## src/rtl/stage_memory_if.sv

```systemverilog
// -----------------------------------------------------------------------------
// stage_memory_if
// Data-memory bus between the MEM pipeline stage (master) and the data memory
// (slave).
//
// Handshake: the master raises req together with we/addr/wdata/be and holds
// all of them stable until it samples ack=1 on a rising edge. That edge ends
// the access. rdata is valid only in the cycle where ack=1. The master may
// withdraw req without ack (timeout or reset), and an ack that arrives while
// req is low is ignored.
//
// Signals
//   req    master->slave  1   access request, held until ack
//   we     master->slave  1   1 = store, 0 = load
//   addr   master->slave  32  word-aligned address
//   wdata  master->slave  32  store data replicated across byte lanes
//   be     master->slave  4   byte enables
//   ack    slave->master  1   access complete
//   rdata  slave->master  32  read word, valid with ack
// -----------------------------------------------------------------------------
interface stage_memory_if;
  logic        req;
  logic        we;
  logic [31:0] addr;
  logic [31:0] wdata;
  logic [3:0]  be;
  logic        ack;
  logic [31:0] rdata;

  modport master (
    output req, we, addr, wdata, be,
    input  ack, rdata
  );

  modport slave (
    input  req, we, addr, wdata, be,
    output ack, rdata
  );
endinterface

```

## src/rtl/stage_memory.sv

```systemverilog
// -----------------------------------------------------------------------------
// stage_memory
// MEM pipeline stage. It takes the EX/MEM operands and performs loads and
// stores over the data-memory bus (stage_memory_if, req/ack handshake). It
// registers the MEM/WB pipeline outputs that feed stage_writeback. While a bus
// access is pending it holds the upstream pipeline with mem_stall. Load data
// is lane-selected and then sign- or zero-extended before it reaches WB.
//
// Optional feature: define MISALIGN_TRAP_EN to trap misaligned half/word
// accesses with cause 2'b10. When it is undefined, the low offset bits are
// ignored for half/word accesses.
//
// Parameters
//   TIMEOUT_CYCLES  cycles spent waiting for ack before a bus-timeout fault
//                   (1..255)
//
// Ports
//   clk, rst             clock; synchronous active-high reset
//   mem_*                EX/MEM inputs (valid, read, write, funct3, alu_result,
//                        write_data, result_src, pc_plus_4, imm_ext, rd,
//                        reg_write)
//   mem_stall            combinational; upstream holds mem_* while 1
//   dmem                 data-memory bus, master side
//   wb_*                 MEM/WB pipeline register outputs
//   mem_fault            one-cycle pulse, aligned with the faulting wb_valid
//   mem_fault_cause      01 bus timeout, 10 misaligned; held until next fault
//   dbg_state            current FSM state (0 IDLE, 1 WAIT_ACK)
// -----------------------------------------------------------------------------
module stage_memory #(
  parameter int unsigned TIMEOUT_CYCLES = 255
) (
  input  logic                  clk,
  input  logic                  rst,
  input  logic                  mem_valid,
  input  logic                  mem_read,
  input  logic                  mem_write,
  input  logic [2:0]            mem_funct3,
  input  logic [31:0]           mem_alu_result,
  input  logic [31:0]           mem_write_data,
  input  logic [1:0]            mem_result_src,
  input  logic [31:0]           mem_pc_plus_4,
  input  logic [31:0]           mem_imm_ext,
  input  logic [4:0]            mem_rd,
  input  logic                  mem_reg_write,
  output logic                  mem_stall,
  stage_memory_if.master        dmem,
  output logic                  wb_valid,
  output logic [1:0]            wb_result_src,
  output logic [31:0]           wb_alu_result,
  output logic [31:0]           wb_read_result,
  output logic [31:0]           wb_pc_plus_4,
  output logic [31:0]           wb_imm_ext,
  output logic [4:0]            wb_rd,
  output logic                  wb_reg_write,
  output logic                  mem_fault,
  output logic [1:0]            mem_fault_cause,
  output logic                  dbg_state
);

  typedef enum logic {
    S_IDLE     = 1'b0,
    S_WAIT_ACK = 1'b1
  } state_e;

  typedef enum logic [1:0] {
    SZ_B = 2'd0,
    SZ_H = 2'd1,
    SZ_W = 2'd2
  } size_e;

  localparam logic [7:0] CNT_LAST     = 8'(TIMEOUT_CYCLES - 1);
  localparam logic [1:0] CAUSE_TMO    = 2'b01;
  localparam logic [1:0] CAUSE_MISAL  = 2'b10;

  // state
  state_e      state_q, state_d;
  logic [7:0]  cnt_q, cnt_d;
  logic        req_q, req_d;
  logic        we_q, we_d;
  logic [31:0] addr_q, addr_d;
  logic [31:0] wdata_q, wdata_d;
  logic [3:0]  be_q, be_d;
  logic        wb_valid_q, wb_valid_d;
  logic [1:0]  wb_result_src_q, wb_result_src_d;
  logic [31:0] wb_alu_result_q, wb_alu_result_d;
  logic [31:0] wb_read_result_q, wb_read_result_d;
  logic [31:0] wb_pc_plus_4_q, wb_pc_plus_4_d;
  logic [31:0] wb_imm_ext_q, wb_imm_ext_d;
  logic [4:0]  wb_rd_q, wb_rd_d;
  logic        wb_reg_write_q, wb_reg_write_d;
  logic        fault_q, fault_d;
  logic [1:0]  cause_q, cause_d;

  // decode
  logic        access;
  logic        is_load;
  size_e       size;
  logic        trap;
  logic [3:0]  lane_be;
  logic [31:0] lane_wdata;
  logic [7:0]  ld_byte;
  logic [15:0] ld_half;
  logic [31:0] ld_ext;

  assign access  = mem_valid & (mem_read | mem_write);
  // A request with both read and write set is handled as a load.
  assign is_load = mem_read;

  // Access size. The unsigned funct3 codes exist only for loads, and any
  // undefined code is handled as a word access.
  always_comb begin
    size = SZ_W;
    case (mem_funct3)
      3'b000:  size = SZ_B;
      3'b001:  size = SZ_H;
      3'b100:  size = is_load ? SZ_B : SZ_W;
      3'b101:  size = is_load ? SZ_H : SZ_W;
      default: size = SZ_W;
    endcase
  end

`ifdef MISALIGN_TRAP_EN
  logic misaligned;
  assign misaligned = ((size == SZ_H) &  mem_alu_result[0]) |
                      ((size == SZ_W) & (mem_alu_result[1:0] != 2'b00));
  assign trap       = access & misaligned;
`else
  assign trap       = 1'b0;
`endif

  // Byte-lane steering of enables and store data.
  always_comb begin
    lane_be    = 4'b1111;
    lane_wdata = mem_write_data;
    case (size)
      SZ_B: begin
        lane_be    = 4'b0001 << mem_alu_result[1:0];
        lane_wdata = {4{mem_write_data[7:0]}};
      end
      SZ_H: begin
        lane_be    = mem_alu_result[1] ? 4'b1100 : 4'b0011;
        lane_wdata = {2{mem_write_data[15:0]}};
      end
      default: begin
        lane_be    = 4'b1111;
        lane_wdata = mem_write_data;
      end
    endcase
  end

  // Load lane select and extension. funct3[2] set means zero-extend.
  always_comb begin
    ld_byte = dmem.rdata[7:0];
    case (mem_alu_result[1:0])
      2'd0:    ld_byte = dmem.rdata[7:0];
      2'd1:    ld_byte = dmem.rdata[15:8];
      2'd2:    ld_byte = dmem.rdata[23:16];
      default: ld_byte = dmem.rdata[31:24];
    endcase
    ld_half = mem_alu_result[1] ? dmem.rdata[31:16] : dmem.rdata[15:0];
    ld_ext  = dmem.rdata;
    case (size)
      SZ_B:    ld_ext = {{24{ld_byte[7] & ~mem_funct3[2]}}, ld_byte};
      SZ_H:    ld_ext = {{16{ld_half[15] & ~mem_funct3[2]}}, ld_half};
      default: ld_ext = dmem.rdata;
    endcase
  end

  // next state / outputs
  always_comb begin
    state_d          = state_q;
    cnt_d            = cnt_q;
    req_d            = req_q;
    we_d             = we_q;
    addr_d           = addr_q;
    wdata_d          = wdata_q;
    be_d             = be_q;
    wb_valid_d       = 1'b0;
    wb_result_src_d  = wb_result_src_q;
    wb_alu_result_d  = wb_alu_result_q;
    wb_read_result_d = wb_read_result_q;
    wb_pc_plus_4_d   = wb_pc_plus_4_q;
    wb_imm_ext_d     = wb_imm_ext_q;
    wb_rd_d          = wb_rd_q;
    wb_reg_write_d   = wb_reg_write_q;
    fault_d          = 1'b0;
    cause_d          = cause_q;
    mem_stall        = 1'b0;

    case (state_q)
      S_IDLE: begin
        if (access && !trap) begin
          mem_stall = 1'b1;
          req_d     = 1'b1;
          we_d      = ~is_load;
          addr_d    = {mem_alu_result[31:2], 2'b00};
          be_d      = lane_be;
          wdata_d   = is_load ? 32'h0 : lane_wdata;
          cnt_d     = 8'd0;
          state_d   = S_WAIT_ACK;
        end else begin
          // Either a plain pass-through or a misaligned access that completes
          // at once without touching the bus.
          wb_valid_d       = mem_valid;
          wb_result_src_d  = mem_result_src;
          wb_alu_result_d  = mem_alu_result;
          wb_read_result_d = 32'h0;
          wb_pc_plus_4_d   = mem_pc_plus_4;
          wb_imm_ext_d     = mem_imm_ext;
          wb_rd_d          = mem_rd;
          wb_reg_write_d   = mem_reg_write;
          if (trap) begin
            wb_valid_d     = 1'b1;
            wb_reg_write_d = 1'b0;
            fault_d        = 1'b1;
            cause_d        = CAUSE_MISAL;
          end
        end
      end

      S_WAIT_ACK: begin
        if (dmem.ack || cnt_q == CNT_LAST) begin
          // The instruction leaves the stage on this edge, either with data
          // or as a timeout fault. Stall drops so upstream can advance.
          req_d            = 1'b0;
          state_d          = S_IDLE;
          cnt_d            = 8'd0;
          wb_valid_d       = 1'b1;
          wb_result_src_d  = mem_result_src;
          wb_alu_result_d  = mem_alu_result;
          wb_pc_plus_4_d   = mem_pc_plus_4;
          wb_imm_ext_d     = mem_imm_ext;
          wb_rd_d          = mem_rd;
          wb_reg_write_d   = mem_reg_write;
          wb_read_result_d = (dmem.ack && is_load) ? ld_ext : 32'h0;
          if (!dmem.ack) begin
            wb_reg_write_d = 1'b0;
            fault_d        = 1'b1;
            cause_d        = CAUSE_TMO;
          end
        end else begin
          mem_stall = 1'b1;
          cnt_d     = cnt_q + 8'd1;
        end
      end

      default: state_d = S_IDLE;
    endcase
  end

  always_ff @(posedge clk) begin
    if (rst) begin
      state_q          <= S_IDLE;
      cnt_q            <= 8'd0;
      req_q            <= 1'b0;
      we_q             <= 1'b0;
      addr_q           <= 32'h0;
      wdata_q          <= 32'h0;
      be_q             <= 4'h0;
      wb_valid_q       <= 1'b0;
      wb_result_src_q  <= 2'b00;
      wb_alu_result_q  <= 32'h0;
      wb_read_result_q <= 32'h0;
      wb_pc_plus_4_q   <= 32'h0;
      wb_imm_ext_q     <= 32'h0;
      wb_rd_q          <= 5'd0;
      wb_reg_write_q   <= 1'b0;
      fault_q          <= 1'b0;
      cause_q          <= 2'b00;
    end else begin
      state_q          <= state_d;
      cnt_q            <= cnt_d;
      req_q            <= req_d;
      we_q             <= we_d;
      addr_q           <= addr_d;
      wdata_q          <= wdata_d;
      be_q             <= be_d;
      wb_valid_q       <= wb_valid_d;
      wb_result_src_q  <= wb_result_src_d;
      wb_alu_result_q  <= wb_alu_result_d;
      wb_read_result_q <= wb_read_result_d;
      wb_pc_plus_4_q   <= wb_pc_plus_4_d;
      wb_imm_ext_q     <= wb_imm_ext_d;
      wb_rd_q          <= wb_rd_d;
      wb_reg_write_q   <= wb_reg_write_d;
      fault_q          <= fault_d;
      cause_q          <= cause_d;
    end
  end

  assign dmem.req        = req_q;
  assign dmem.we         = we_q;
  assign dmem.addr       = addr_q;
  assign dmem.wdata      = wdata_q;
  assign dmem.be         = be_q;
  assign wb_valid        = wb_valid_q;
  assign wb_result_src   = wb_result_src_q;
  assign wb_alu_result   = wb_alu_result_q;
  assign wb_read_result  = wb_read_result_q;
  assign wb_pc_plus_4    = wb_pc_plus_4_q;
  assign wb_imm_ext      = wb_imm_ext_q;
  assign wb_rd           = wb_rd_q;
  assign wb_reg_write    = wb_reg_write_q;
  assign mem_fault       = fault_q;
  assign mem_fault_cause = cause_q;
  assign dbg_state       = state_q;

endmodule

```

## src/flat_wrapper.sv

```systemverilog
// flat-port wrapper written by rule: the top's interface ports become plain ports
module stage_memory_flat 
#(
  parameter int unsigned TIMEOUT_CYCLES = 255
)
  (clk, rst, mem_valid, mem_read, mem_write, mem_funct3, mem_alu_result, mem_write_data, mem_result_src, mem_pc_plus_4, mem_imm_ext, mem_rd, mem_reg_write, mem_stall, wb_valid, wb_result_src, wb_alu_result, wb_read_result, wb_pc_plus_4, wb_imm_ext, wb_rd, wb_reg_write, mem_fault, mem_fault_cause, dbg_state, dmem_req, dmem_we, dmem_addr, dmem_wdata, dmem_be, dmem_ack, dmem_rdata);
  stage_memory_if dmem_i ();
  input  logic clk;
  input  logic rst;
  input  logic mem_valid;
  input  logic mem_read;
  input  logic mem_write;
  input  logic [2:0] mem_funct3;
  input  logic [31:0] mem_alu_result;
  input  logic [31:0] mem_write_data;
  input  logic [1:0] mem_result_src;
  input  logic [31:0] mem_pc_plus_4;
  input  logic [31:0] mem_imm_ext;
  input  logic [4:0] mem_rd;
  input  logic mem_reg_write;
  output logic mem_stall;
  output logic wb_valid;
  output logic [1:0] wb_result_src;
  output logic [31:0] wb_alu_result;
  output logic [31:0] wb_read_result;
  output logic [31:0] wb_pc_plus_4;
  output logic [31:0] wb_imm_ext;
  output logic [4:0] wb_rd;
  output logic wb_reg_write;
  output logic mem_fault;
  output logic [1:0] mem_fault_cause;
  output logic dbg_state;
  output wire logic [$bits(dmem_i.req)-1:0] dmem_req;
  output wire logic [$bits(dmem_i.we)-1:0] dmem_we;
  output wire logic [$bits(dmem_i.addr)-1:0] dmem_addr;
  output wire logic [$bits(dmem_i.wdata)-1:0] dmem_wdata;
  output wire logic [$bits(dmem_i.be)-1:0] dmem_be;
  input wire logic [$bits(dmem_i.ack)-1:0] dmem_ack;
  input wire logic [$bits(dmem_i.rdata)-1:0] dmem_rdata;
  assign dmem_req = dmem_i.req;
  assign dmem_we = dmem_i.we;
  assign dmem_addr = dmem_i.addr;
  assign dmem_wdata = dmem_i.wdata;
  assign dmem_be = dmem_i.be;
  assign dmem_i.ack = dmem_ack;
  assign dmem_i.rdata = dmem_rdata;
  stage_memory #(.TIMEOUT_CYCLES(TIMEOUT_CYCLES)) u_core (.clk(clk), .rst(rst), .mem_valid(mem_valid), .mem_read(mem_read), .mem_write(mem_write), .mem_funct3(mem_funct3), .mem_alu_result(mem_alu_result), .mem_write_data(mem_write_data), .mem_result_src(mem_result_src), .mem_pc_plus_4(mem_pc_plus_4), .mem_imm_ext(mem_imm_ext), .mem_rd(mem_rd), .mem_reg_write(mem_reg_write), .mem_stall(mem_stall), .dmem(dmem_i), .wb_valid(wb_valid), .wb_result_src(wb_result_src), .wb_alu_result(wb_alu_result), .wb_read_result(wb_read_result), .wb_pc_plus_4(wb_pc_plus_4), .wb_imm_ext(wb_imm_ext), .wb_rd(wb_rd), .wb_reg_write(wb_reg_write), .mem_fault(mem_fault), .mem_fault_cause(mem_fault_cause), .dbg_state(dbg_state));
endmodule
```

## config.mk

```make
export PLATFORM = sky130hd
export DESIGN_NAME = stage_memory_flat
export DESIGN_NICKNAME = d
export VERILOG_FILES = /design/src/rtl/stage_memory_if.sv /design/src/rtl/stage_memory.sv /design/src/flat_wrapper.sv
export SDC_FILE = /design/constraint.sdc
export NUM_CORES = 1
export LEC_CHECK = 0
export CAP_MARGIN = 25
export CORE_UTILIZATION = 25
export CTS_BUF_LIST = sky130_fd_sc_hd__clkbuf_8
export DETAILED_ROUTE_END_ITERATION = 16
export PLACE_DENSITY = 0.59
export SLEW_MARGIN = 10
export SYNTH_ARGS = -nofsm -noshare
export SYNTH_HDL_FRONTEND = slang
export SYNTH_SLANG_ARGS = --single-unit
```

## constraint.sdc

```tcl
create_clock -name clk -period 1.5 [get_ports clk]
set_input_delay 0.3 -clock clk [delete_from_list [all_inputs] [get_ports clk]]
set_output_delay 0.3 -clock clk [all_outputs]
set_load 0.005 [all_outputs]
```

* Yosys cells after proc, flatten, opt, wreduce, memory -nomap -nowiden
Index checks and enable logic that the tools add are counted.
Word-level totals: bits in writable memories 0, memories 0, ROM bits 0, latch bits 0, word-level logic and storage cells 97, register bits after elaboration 217
Operators by class: multiplexer cells 51, multiply operators 0, bitwise gates (word level) 7, reductions and logical operators 9, $add $sub $neg 1, $lt $le $gt $ge 0, shift operators 1, equal/unequal tests 11, div/mod/pow operators 0
Operator list (count):
- 32-bit case mux with 2 select lines | 6
- 32-bit 2-to-1 mux | 10
- 8-bit case mux with 3 select lines | 1
- 16-bit 2-to-1 mux | 1
- 8-bit 2-to-1 mux | 2
- 8-bit case mux with 2 select lines | 1
- 2-bit 2-to-1 mux | 7
- 1-bit 2-to-1 mux | 11
- 5-bit 2-to-1 mux | 2
- 1-bit case mux with 2 select lines | 5
- 5-bit case mux with 2 select lines | 1
- 8-bit by 1-bit adder with 8-bit output (second input constant) | 1
- 8-bit equality test (second input constant) | 1
- 2-bit case mux with 4 select lines | 1
- 4-bit case mux with 2 select lines | 1
- 3-bit equality test (second input constant) | 2
- 2-bit inequality test (second input constant) | 3
- 2-bit AND reduction | 3
- 2-bit by 1-bit equality test with 1-bit output (second input constant) | 2
- 2-bit zero test | 2
- 4-bit 2-to-1 mux | 1
- 2-bit case mux with 2 select lines | 1
- 1-bit by 2-bit << shifter with 4-bit output (first input constant) | 1
- 1-bit bitwise AND | 3
- other kinds (9) | 11

* Logic depth before layout (Yosys ltp)
word-level depth 7, depth in mapped cells 10, gate-level depth less buffers 8

* Worst setup path before layout
Ideal clock, no wire load.
kind register to register, from reg u_core.cnt_q[1], to reg u_core.wb_alu_result_q[18] (netlist: u_core.wb_alu_result[18]), clock period less this slack 1.672 ns, arrival 1.539 ns, slack -0.172 ns, stages on the path, launching flop included 10, path through dfxtp_1 ha_1 nand4_1 o21a_4 nor2_8 inv_2 buf_4 buf_2 nand2_1 a21oi_1
On the way: cells in the longest elaborated chain, start to end 4
Ends and longest elaborated chain:
- start: declaration | line stage_memory.sv:77 | logic [7:0] cnt_q, cnt_d;
- start signal: assignment | line stage_memory.sv:272 | cnt_q <= cnt_d;
- 8-bit equality test | line stage_memory.sv:222 | if (dmem.ack || cnt_q == CNT_LAST) begin
- 1-bit logical OR | line stage_memory.sv:222
- 2-bit inequality test (no line)
- 2-bit AND reduction (no line)
- end signal: assignment | line stage_memory.sv:280 | wb_alu_result_q <= wb_alu_result_d;
- end: declaration | line stage_memory.sv:85 | logic [31:0] wb_alu_result_q, wb_alu_result_d;
Every way passes these cells. A chain may end at the register's enable or synchronous reset.

* Worst setup path in the final report
from reg u_core.cnt_q[0], to out mem_stall
On the way: cells in the longest elaborated chain, start to end 4
Ends and longest elaborated chain:
- 8-bit equality test | line stage_memory.sv:222
- 1-bit logical OR | line stage_memory.sv:222
- 1-bit 2-to-1 mux | line stage_memory.sv:222
- 1-bit case mux with 2 select lines | line stage_memory.sv:190 | case (state_q)
- end: declaration | line flat_wrapper.sv:21 | output logic mem_stall;
Every way passes these cells.

==> results.py <==
metrics = {
    "synthesis": {
        "synthArstFlopShare_pct": 0,
        "synthFlopType": "dfxtp_1",
        "synthesis.area_um2": 8401,
        "yosysSeqAreaShare_pct": 51.47,
        "yosysTopAreaCellShare_pct": 51.47,
        "synth_edf_count": 0,
        "ys_ff_latch": 216,
        "yosys-top-cells-area": "dfxtp_1 51%, nand2_1 15%, a21oi_1 9.8%, mux2i_1 3.0%, a22o_1 2.2%",
        "ys_warn_count": 0,
        "synthCells": 1028,
        "yosysTopAreaCell": "dfxtp_1",
        "synth.distinct_cells": 55,
        "postSynthAreaPerCell_um2": 8.172,
    },
    "grt": {
        "antenna_found_initial": 2,
        "grt_max_degree": 106,
        "grt_use_total_pct": 18.50,
        "grt_pass1_vias": 8668,
        "grt_pass1_wl_mm": 48.85,
        "overflow": 0,
    },
    "sta": {
        "max_freq_ghz": 0.5097,
        "setup_viol": 134,
        "maxSlewViolCount": 0,
        "fin_setup_tns_ns": -32.75,
        "worst_pin_slew_ns": 0.6402,
        "rsz0062_at_grt": "yes",
        "finalHoldViolCount": 0,
        "skew_ns": 0.01601,
        "period_share_pct": 130.8,
        "relSlewSlack_pct": 57.32,
        "setup_ws_ns": -0.4620,
        "period_needed_ns": 1.962,
    },
    "finish": {
        "drive_above_1_share_pct": 21.50,
        "layout.cells.non_filler": 1973,
        "syn2layout_area_growth_pct": 79.49,
        "nFillCells": 3232,
        "nets": 1681,
        "final_area_um2": 15080,
    },
    "routing": {
        "routed-via-count": 9143,
        "ant_nets": 0,
        "drt_iter0_markers": 358,
        "drc": 0,
        "viasPerCell": 4.634,
        "wire_per_inst_um": 17.41,
        "drt-pass1-iter-count": 5,
        "wirelength_mm": 34.36,
    },
    "critical_path": {
        "crit_fanout": 2,
        "max_stage_delay_ns": 0.32,
        "critPathLaunch": "u_core.cnt_q[0]$_SDFFE_PP0P_",
        "crit_type": "reg -> out",
        "crit_path_end": "mem_stall",
        "worstPathArrival_ns": 1.66,
        "cp_common_cell": "inv_2",
        "critPathCaptureType": "primary output",
        "path_cells": "inv_2 > ha_4 > nand4_1 > o21a_4 > nor2_8 > inv_2 > buf_6",
        "reg2reg_to": "u_core.wb_alu_result[30]$_SDFFE_PP0P_",
        "required_ns": 1.20,
        "crit_slowest_cell": "dfxtp_2",
        "reg2reg_depth": 12,
        "reg2reg_setup_slack_ns": -0.33,
        "r2r_start": "u_core.cnt_q[0]$_SDFFE_PP0P_",
        "crit_path_start_kind": "flip-flop",
    },
    "power_and_ir_drop": {
        "powerDensity_nw_per_um2": 999.5,
        "p_leak_nw": 6.808,
        "power_mw": 15.07,
        "ir_drop_mv": 0.6620,
    },
    "die": {
        "io_pins": 389,
        "core_area_um2": 32780,
        "rows": 66,
        "die_x_um": 185.3,
        "start_util_pct": 25.62,
        "die_h_um": 185.3,
        "dieArea_um2": 34340,
    },
    "placed_design": {
        "dp_hpwl_mm": 22.23,
        "pre_cts_ws_ns": -0.6831,
        "numPortBuffers": 385,
        "dp_cells": 1867,
        "place.gp.congestion": 0.8143,
        "placed_area_um2": 13270,
    },
    "clock_tree": {
        "hold_buffers": 0,
        "cts_buffer_depth": 3,
        "worstSkewPairLatency_ns": 0.53,
        "tritoncts": "yes",
        "cts_buffers": 39,
        "clkTransAtPathRegs_ns": 0.06,
        "clockRootBuffer": "clkbuf_8",
        "cts_sinks": 216,
        "cts_max_level": 2,
    },
    "outcome": {
        "violations": "setup timing",
        "status": "complete, but fails checks",
    },
    "run": {
        "max_cap_violations": 0,
    },
    "hold_path": {
        "hold_class": "in -> reg",
    },
}
synthesized netlist by cell type, types with 9 or more instances:
| library cell | number |
|---|---|
| a22o_1 | 21 |
| nand4_1 | 12 |
| nor3_1 | 18 |
| o21ai_0 | 31 |
| clkbuf_1 | 30 |
| o21ai_1 | 15 |
| nand2_1 | 333 |
| mux2i_1 | 25 |
| nor2_1 | 33 |
| buf_4 | 9 |
| dfxtp_1 | 216 |
| buf_2 | 27 |
| a21oi_1 | 164 |
report_power, final:
part	switching [mW]	internal (mW)	total (mW)
logic	1.37	1.64	3.01
clock network	2.54	3.31	5.86
registers	0.147	6.06	6.21
total	4.06	11.0	15.1
routing by layer:
layer / up-vias / global-route usage (%) / wire length [µm] / part of all wire, %
met5: - / 0 / 13 / 0.038
met4: 2 / 6.512 / 769 / 2.2
met3: 56 / 7.550 / 3752 / 11
met2: 383 / 30.92 / 15890 / 46
met1: 4255 / 21.11 / 13930 / 41
li1: 4447 / - / - / -
stage by stage:
stage	hold slack [ns]	util, %
global placement	0.4282	40.47
finish	0.06203	45.99
global route	0.02930	45.99
floorplan	0.4329	-
CTS	0.03700	44.15
detailed placement	0.4310	40.47
area by class of cell:
cell class / count / area [µm²] / share of cell area (%)
antenna: 1 / 2.502 / 0.01660
clock buffer: 53 / 729.5 / 4.838
clock inverter: 16 / 96.34 / 0.6390
inverter: 5 / 18.77 / 0.1245
multi-input combinational: 731 / 4070 / 26.99
sequential: 216 / 4357 / 28.89
tap: 442 / 553.0 / 3.668
timing repair buffer: 509 / 5251 / 34.83
layout by cell type (no fill, tap or decap), drive strengths merged, types with 2 or more instances in the layout:
| cell | n |
|---|---|
| nand2 | 333 |
| dfxtp | 216 |
| dlygate4sd2 | 176 |
| clkdlybuf4s50 | 171 |
| a21oi | 165 |
| buf | 119 |
| clkbuf | 67 |
| o21ai | 46 |
| nor2 | 35 |
| mux2i | 25 |
| clkdlybuf4s15 | 25 |
| a22o | 21 |
| nor3 | 19 |
| inv | 15 |
| nand4 | 12 |
| nor2b | 7 |
| o21bai | 6 |
| o22ai | 6 |
| clkinv | 5 |
| a311oi | 5 |
| nand3 | 4 |
| nand2b | 4 |
| a31oi | 3 |
| o211ai | 3 |
| o211a | 3 |
| conb | 3 |
| dlymetal6s2s | 3 |
| and3 | 3 |
| a21o | 2 |
| and4 | 2 |
| nor3b | 2 |
| o221ai | 2 |
| a41oi | 2 |
| or2 | 2 |
| ha | 2 |
state kept, by name, indices dropped and copies added (netlist names):
| signal | cells |
|---|---|
| u_core.dmem.wdata | 32 |
| u_core.wb_alu_result | 32 |
| u_core.wb_imm_ext | 32 |
| u_core.wb_pc_plus_4 | 32 |
| u_core.wb_read_result | 32 |
| u_core.dmem.addr | 30 |
| u_core.cnt_q | 8 |
| u_core.wb_rd | 5 |
| u_core.dmem.be | 4 |
| u_core.wb_result_src | 2 |
| u_core.dbg_state | 1 |
| u_core.dmem.req | 1 |
| u_core.dmem.we | 1 |
| u_core.mem_fault | 1 |
| u_core.mem_fault_cause | 1 |
| u_core.wb_reg_write | 1 |
| u_core.wb_valid | 1 |
what timing repair did:
action | in CTS | in global routing
pin swaps | 28 | 18
setup endpoints to repair | 346 | 200
hold endpoints to repair | 0 | 0
gates cloned | 14 | 7
gates resized for setup | 289 | 148
buffers inserted | 8 | 10
kinds of logic after synthesis:
kind of cell,synth area share [%]
simple gates,21.28
compound gates,18.45
flops,51.47
buf+inv,5.228
mux,3.113
fa+ha+maj,0.2978
other cells,0.04464
xor+xnor,0.1043
how the worst min path moves through the flow:
| stage | cells past startpoint | to | from | slack (ns) |
|---|---|---|---|---|
| after floorplan | 1 | u_core.dmem.wdata[0]$_SDFFE_PP0P_ | mem_write_data[0] | 0.43 |
| after global placement | 2 | u_core.wb_read_result[2]$_SDFFE_PP0P_ | u_core.wb_read_result[2]$_SDFFE_PP0P_ | 0.43 |
| after detailed placement | 2 | u_core.wb_read_result[2]$_SDFFE_PP0P_ | u_core.wb_read_result[2]$_SDFFE_PP0P_ | 0.43 |
| after CTS | 2 | u_core.wb_valid$_SDFF_PP0_ | rst | 0.04 |
| after global routing | 2 | u_core.wb_valid$_SDFF_PP0_ | rst | 0.03 |
| final | 2 | u_core.wb_valid$_SDFF_PP0_ | rst | 0.06 |
worst max-delay path, delay by kind of cell (launching register included):
| kind | cells | cell delay, ns |
|---|---|---|
| flops | 1 | 0.32 |
| buf+inv | 3 | 0.22 |
| fa+ha+maj | 1 | 0.11 |
| compound gates | 1 | 0.26 |
| simple gates | 2 | 0.22 |
(Power assumes the default switching activity.)
